**config.mk**
```make
export PLATFORM = sky130hd
export DESIGN_NAME = register_bank_inc
export DESIGN_NICKNAME = d
export VERILOG_FILES = /design/src/rtl/register_pkg.sv /design/src/rtl/register_inc_cell.sv /design/src/rtl/register_bank_inc.sv
export SDC_FILE = /design/constraint.sdc
export NUM_CORES = 1
export LEC_CHECK = 0
export ABC_AREA = 1
export CAP_MARGIN = 20
export CORE_AREA = 2 2 82 84
export DETAILED_ROUTE_END_ITERATION = 6
export DIE_AREA = 0 0 84 86
export PLACE_DENSITY = 0.92
export SYNTH_ARGS = -nofsm -noshare
export SYNTH_HDL_FRONTEND = slang
export SYNTH_SLANG_ARGS = --single-unit
```
**constraint.sdc**
```tcl
create_clock -name clk -period 3.8 [get_ports clk]
set_clock_uncertainty 0.05 [all_clocks]
set_input_delay 0.76 -clock clk [delete_from_list [all_inputs] [get_ports clk]]
set_output_delay 0.76 -clock clk [all_outputs]
set_load 0.05 [all_outputs]
```
**src/rtl/register_pkg.sv**
```systemverilog
// Shared types for the register bank: per-cycle operation encoding and its decode.
package register_pkg;

    typedef enum logic [1:0] {
        OP_HOLD = 2'd0,
        OP_LOAD = 2'd1,
        OP_INC  = 2'd2,
        OP_DEC  = 2'd3
    } op_e;

    // Load wins; inc and dec together cancel to a hold.
    function automatic op_e decode_op(input logic write, input logic inc, input logic dec);
        if (write)
            return OP_LOAD;
        if (inc && !dec)
            return OP_INC;
        if (dec && !inc)
            return OP_DEC;
        return OP_HOLD;
    endfunction

endpackage

```
**src/rtl/register_inc_cell.sv**
```systemverilog
// One counter channel: load/inc/dec by step with wrap or saturate, boundary flag.
// Sticky overflow flag present only when REGISTER_BANK_INC_OVF_EN is defined.
module register_inc_cell
    import register_pkg::*;
#(
    parameter int unsigned N        = 8,
    parameter int unsigned STEP_W   = 2,
    parameter int unsigned SATURATE = 0
) (
    input  logic              clk,
    input  logic              rst,
    input  logic              sel,
    input  op_e               op,
    input  logic [STEP_W-1:0] step,
    input  logic [N-1:0]      data_in,
    output logic [N-1:0]      value,
    output logic              wrap
`ifdef REGISTER_BANK_INC_OVF_EN
    ,
    input  logic              ovf_clr,
    output logic              ovf
`endif
);

    logic [N:0]   sum;
    logic [N:0]   diff;
    logic [N-1:0] nxt_value;
    logic         nxt_wrap;

    // Next value; bit N of sum/diff is the carry/borrow out of the range.
    always_comb begin
        sum       = {1'b0, value} + (N+1)'(step);
        diff      = {1'b0, value} - (N+1)'(step);
        nxt_value = value;
        nxt_wrap  = 1'b0;
        if (sel) begin
            case (op)
                OP_LOAD: nxt_value = data_in;
                OP_INC: begin
                    nxt_wrap  = sum[N];
                    nxt_value = (SATURATE != 0 && sum[N]) ? '1 : sum[N-1:0];
                end
                OP_DEC: begin
                    nxt_wrap  = diff[N];
                    nxt_value = (SATURATE != 0 && diff[N]) ? '0 : diff[N-1:0];
                end
                default: ;
            endcase
        end
    end

    always_ff @(posedge clk or posedge rst) begin
        if (rst) begin
            value <= '0;
            wrap  <= 1'b0;
        end else begin
            value <= nxt_value;
            wrap  <= nxt_wrap;
        end
    end

`ifdef REGISTER_BANK_INC_OVF_EN
    // A new boundary event takes precedence over a coincident clear.
    always_ff @(posedge clk or posedge rst) begin
        if (rst)
            ovf <= 1'b0;
        else
            ovf <= nxt_wrap | (ovf & ~ovf_clr);
    end
`endif

endmodule

```
**src/rtl/register_bank_inc.sv**
```systemverilog
// Bank of CHANNELS step counters with one write channel and one gated read port per cycle.
// Optional sticky per-channel overflow flags: define REGISTER_BANK_INC_OVF_EN.
module register_bank_inc
    import register_pkg::*;
#(
    parameter int unsigned N        = 8,
    parameter int unsigned CHANNELS = 4,
    parameter int unsigned STEP_W   = 2,
    parameter int unsigned SATURATE = 0
) (
    input  logic                        clk,
    input  logic                        rst,
    input  logic                        write,
    input  logic                        inc,
    input  logic                        dec,
    input  logic [STEP_W-1:0]           step,
    input  logic [$clog2(CHANNELS)-1:0] sel_w,
    input  logic                        read,
    input  logic [$clog2(CHANNELS)-1:0] sel_r,
    input  logic [N-1:0]                data_in,
    output logic [N-1:0]                data_out,
    output logic [CHANNELS-1:0]         zero,
    output logic                        wrap
`ifdef REGISTER_BANK_INC_OVF_EN
    ,
    output logic [CHANNELS-1:0]         ovf,
    input  logic [CHANNELS-1:0]         ovf_clr
`endif
);

    localparam int unsigned SEL_W = $clog2(CHANNELS);

    op_e                 op;
    logic [N-1:0]        vals [CHANNELS];
    logic [CHANNELS-1:0] cell_wrap;

    assign op = decode_op(write, inc, dec);

    for (genvar i = 0; i < CHANNELS; i++) begin : g_cell
        register_inc_cell #(
            .N        (N),
            .STEP_W   (STEP_W),
            .SATURATE (SATURATE)
        ) u_cell (
            .clk     (clk),
            .rst     (rst),
            .sel     (sel_w == SEL_W'(i)),
            .op      (op),
            .step    (step),
            .data_in (data_in),
            .value   (vals[i]),
            .wrap    (cell_wrap[i])
`ifdef REGISTER_BANK_INC_OVF_EN
            ,
            .ovf_clr (ovf_clr[i]),
            .ovf     (ovf[i])
`endif
        );
        assign zero[i] = (vals[i] == '0);
    end

    // Only the selected cell can raise its flag, so the OR is still a single pulse.
    assign wrap = |cell_wrap;

    // Out-of-range sel_r matches no channel and reads back zero.
    always_comb begin
        data_out = '0;
        if (read) begin
            for (int i = 0; i < CHANNELS; i++) begin
                if (sel_r == SEL_W'(i))
                    data_out = vals[i];
            end
        end
    end

endmodule

```
==> After elaboration in Yosys (flattened, before gate mapping) <==
Index checks and enable logic that the tools add are counted.
{ "classes": {"shift": 0, "div": 0, "reduce_logical": 16, "n_bitwise": 0, "muxes": 29, "mul": 0, "n_lt_le_gt_ge": 0, "n_addsub": 8, "n_eq_ne": 9} }
{ "ops": {"columns": ["operator", "count"], "rows": [
  ["case mux 8 bit (3 select lines)", 4],
  ["2-to-1 mux 8 bit", 5],
  ["adder 8 x 2 -> 9 bit", 4],
  ["subtractor 8 x 2 -> 9 bit", 4],
  ["logical NOT 8 bit", 4],
  ["== test 2 bit, second input constant", 6],
  ["2-to-1 mux 2 bit", 6],
  ["2-to-1 mux 1 bit", 10],
  ["case mux 1 bit (2 select lines)", 4],
  ["AND reduction 2 bit", 4],
  ["== test 2 x 1 -> 1 bit, second input constant", 3],
  ["logical NOT 2 bit", 2],
  ["OR reduction 4 bit", 1],
  ["nonzero test 3 bit", 1],
  ["logical AND 1 bit", 2],
  ["logical NOT 1 bit", 2]
]} }
{ "totals": {"input_bits": 20, "output_inout_bits": 13, "word_cells": 70, "mem_count": 0, "ff_bits": 36, "romBits": 0, "ramBits": 0, "latchBits": 0} }

==> Longest topological paths before layout <==
{ "logic_depth": {"depth_word": 12, "ltp_mapped": 12, "depth_no_buf": 12} }

==> Modules after synthesis <==
Synthesis repeated with hierarchy kept, for this count alone.
{ "unflattened": {"cells_unflattened": 679, "hier_area_um2": 4002.6} }
{ "by_module_without_submodules": {"columns": ["module", "cells_each", "area_each_um2", "n_inst", "seq_area_each_um2"], "rows": [
  ["register_inc_cell at g_cell[1].u_cell ...", 143, 867.1, 3, 225.2],
  ["register_inc_cell at g_cell[0].u_cell", 141, 887.1, 1, 225.2],
  ["register_bank_inc", 109, 514.2, 1, 0.0]
]} }

==> Least setup slack after synthesis <==
No wires, ideal clock.
{ "synth_path": {"path_kind": "reg2out", "start": "reg g_cell[2].u_cell.value[2]", "end": "out zero[2]", "slack_ps": 719, "t_required_ps": 2990, "path_buffers": 1, "t_arrival_ps": 2271, "path_stages_with_launch": 5, "path_cell_list": "dfrtp_1 -> buf_2 -> nor2_1 -> inv_1 -> nor4_1"} }
{ "synth_via": {"elab_chain_len": 1} }
{ "synth_rtl": {"columns": ["element", "line", "text"], "rows": [
  ["start: declaration", "register_inc_cell.sv:16", "output logic [N-1:0] value,"],
  ["start signal: assignment", "register_inc_cell.sv:57", "value <= nxt_value;"],
  ["logical NOT 8 bit", "register_bank_inc.sv:59", "assign zero[i] = (vals[i] == '0);"],
  ["end: declaration", "register_bank_inc.sv:22", "output logic [CHANNELS-1:0] zero,"]
]} }
No other way between the ends.

==> Worst setup path in the final report <==
{ "layout_path": {"start": "reg g_cell[2].u_cell.value[3]", "end": "out zero[2]"} }
The elaborated chain is that of the path after synthesis.

==> key figures <==
Min path
  – Min-Delay Path Class: register to register

Power and ir drop
  – Lkg Pwr: 2.00 nW
  – Switching share of power: 48.0%
  – Internal power: 0.825 mW
  – Peak supply drop: 179 uV
  – Sequential share of power: 37.3%
  – Comb pwr share: 43.8%
  – Power Density: 384 nW/um^2
  – P_sw: 0.761 mW
  – Clock share of power: 18.9%

Clock network
  – Level count of the clock H-tree: 2
  – Worst skew pair latency: 0.30 ns
  – CTS Sinks: 36
  – Hold-fix buffers at CTS: 0
  – Clock root buffer: clkbuf_8
  – TritonCTS clock tree: built
  – CTS Buf Count: 5
  – Max clock buf depth: 2
  – Reg clk slew, reported paths: 0.08 ns
  – Post_cts resized: 0
  – Post-CTS setup repair buffer count: 0

GRT
  – Gr ovfl total: 0
  – Number of global-route vias before repair: 3835
  – GRT Util Overall: 31.1%
  – Largest net degree at the start of global routing: 37
  – Global-route wire length before repair: 18000 um
  – Initial antenna violation count: 0

Setup path
  – Worst EP arrival: 2.35 ns
  – WS Path Type: register to primary output
  – Worst-path fanout max: 8
  – Critical Path RT: 2.99 ns
  – Worst setup EP type: primary output
  – Nature of the critical path startpoint: register

Floorplan
  – Die area: 7220 sq um
  – Core Region: 6280 sq um
  – Die H: 86 um
  – Die width: 84 um
  – Row count: 29
  – Starting density of the core: 59.6%
  – # IOs: 33

Finish
  – Area added between synthesis and finish: 10.5%
  – Antenna Cells: 0
  – Layout cells sized above 1: 5.99%
  – Most common cell after layout, fill and taps aside: nand2_1
  – Fillers: 553
  – Most frequent cells in the layout: nand2_1 (163), inv_1 (82), nand3_1 (77)
  – Nets@finish: 662

Detailed routing
  – WL final: 11100 um
  – Max Used Layer: met4
  – Detailed Routing Iterations Pass 1: 6
  – Drc violations: 0
  – Initial DRC Count: 549
  – Metal3 WL: 1280 um
  – Met2 wire length: 5110 um
  – Vias per Instance: 5.96
  – Vias: 4141
  – Routed Antenna Nets: 0
  – Wire per inst: 15.9 um
  – Wire length on met1: 4360 um

Outcome
  – Status: finished clean

Synth
  – Syn avg cell area: 6.34 sq um
  – Synth Flop Type: dfrtp_1
  – EDFF count, synth: 0
  – Sequential element share of the synthesized area: 24.1%
  – Syn nets: 635
  – Async SR Flop Fraction: 100%
  – Mapped cell area: 3740 sq um
  – Yosys warning count: 0
  – Synth Register Bits: 36
  – Syn Inst Count: 590
  – Synth cell types: 37

Job
  – Max Cap Viol: 0

STA
  – WHS: 0.540 ns
  – RSZ-0062 raised after global routing: no
  – Final count of pins violating max slew: 0
  – Fmax: 316 MHz
  – Worst rel slew slack: 61.9%
  – Final Hold Viols: 0
  – Fin Setup TNS: 0 ns
  – Finish-stage setup viols: 0
  – Worst-Margin Slew: 0.569 ns
  – Tmin final: 3.16 ns
  – Final worst path period share: 83.3%

Placement
  – Final GP Congestion: 0.933
  – Buffers on Ports: 32
  – HPWL after DPL: 8020 um
[path summary, 6_finish.rpt]
| kind | startpoint | endpoint | slack, ns | depth (start not counted) |
|---|---|---|---|---|
| max | g_cell[2].u_cell.value[3] | zero[2] | 0.64 | 4 |
| min reg2reg | g_cell[0].u_cell.value[3] | g_cell[0].u_cell.value[3] | 0.54 | 2 |
| max in group asynchronous | rst | g_cell[2].u_cell.value[2] | 2.52 | 3 |
| max reg2reg | g_cell[1].u_cell.value[0] | g_cell[1].u_cell.value[6] | 1.89 | 11 |
| min | g_cell[0].u_cell.value[3] | g_cell[0].u_cell.value[3] | 0.54 | 2 |
| min in group asynchronous | rst | g_cell[1].u_cell.value[3] | 0.83 | 3 |
[layout make-up]
class	instances	area [sq um]	area share [%]
clock inverter	2	10.0	0.242
multi-input combinational	449	2370	57.4
tap	77	96.3	2.33
sequential	36	901	21.8
inverter	91	354	8.57
timing repair buffer	34	315	7.63
clock buffer	6	82.6	2.00
[per-stage QoR]
| stage | setup slack (ns) | utilization (%) | cells | cell area, sq um | power, mW |
|---|---|---|---|---|---|
| after global routing | 0.445 | 65.8 | 695 | 4130 | 1.69 |
| after detailed placement | 0.707 | 64.3 | 687 | 4040 | 1.26 |
| after CTS | 0.657 | 65.8 | 695 | 4130 | 1.56 |
| after floorplan | 0.719 | - | 590 | 3740 | 1.07 |
| after global placement | 0.759 | 64.3 | 687 | 4040 | 1.23 |
| final | 0.636 | 65.8 | 695 | 4130 | 1.59 |
[power groups by stage]
stage | Clock [mW] | Sequential (mW) | Combinational (mW)
final | 0.299 | 0.592 | 0.695
after global routing | 0.313 | 0.604 | 0.777
after CTS | 0.300 | 0.586 | 0.677
after detailed placement | 0 | 0.594 | 0.671
after global placement | 0 | 0.589 | 0.644
after floorplan | 0 | 0.529 | 0.541
[routing by layer]
layer	vias to the layer above	track usage, %
li1	1961	-
met1	1875	40.6
met2	273	50.4
met3	32	6.06
met4	0	13.6
met5	-	0
[critical path, stage by stage, from the launching register on]
cell             delay, ns
dfrtp_1               0.50
nor2_1                0.28
inv_1                 0.07
nor4_1                0.33
clkdlybuf4s50_1       0.87
[cell usage after synthesis (2+ instances only)]
| library cell | number | share of area, % |
|---|---|---|
| nand2_4 | 2 | 0.60 |
| nand2_1 | 163 | 16 |
| inv_2 | 6 | 0.60 |
| xor2_1 | 3 | 0.70 |
| nand3_4 | 3 | 1.4 |
| o221ai_1 | 2 | 0.47 |
| nand3_1 | 77 | 10 |
| o211ai_1 | 7 | 1.4 |
| nor3_1 | 4 | 0.54 |
| a21oi_1 | 18 | 2.4 |
| buf_6 | 7 | 2.1 |
| buf_2 | 4 | 0.54 |
| o21ai_0 | 43 | 5.8 |
| nor4_1 | 5 | 0.84 |
| nor2_1 | 67 | 6.7 |
| inv_1 | 82 | 8.2 |
| fa_1 | 8 | 4.3 |
| a41oi_1 | 2 | 0.47 |
| o21ai_1 | 9 | 1.2 |
| clkbuf_1 | 2 | 0.20 |
| ha_1 | 17 | 5.7 |
| nand4_1 | 8 | 1.3 |
| dfrtp_1 | 36 | 24 |
| a31oi_1 | 2 | 0.33 |
[kinds of logic (layout without fill, tap and decap cells)]
family	count (synthesis)	count (layout)	synth area share, %
AND/OR/NAND/NOR	335	335	39.9
AO/OA/AOI/OAI	86	86	12.9
adder cells (fa/ha/maj)	25	25	9.97
flip-flops	36	36	24.1
buffers and inverters	105	133	12.5
XOR/XNOR	3	3	0.703
[flip-flops by register name, indices dropped and copies added, names as in the netlist]
signal and cells:
g_cell.u_cell.value 32, g_cell.u_cell.wrap 4
No activity file was read; power rests on OpenSTA's default activity.
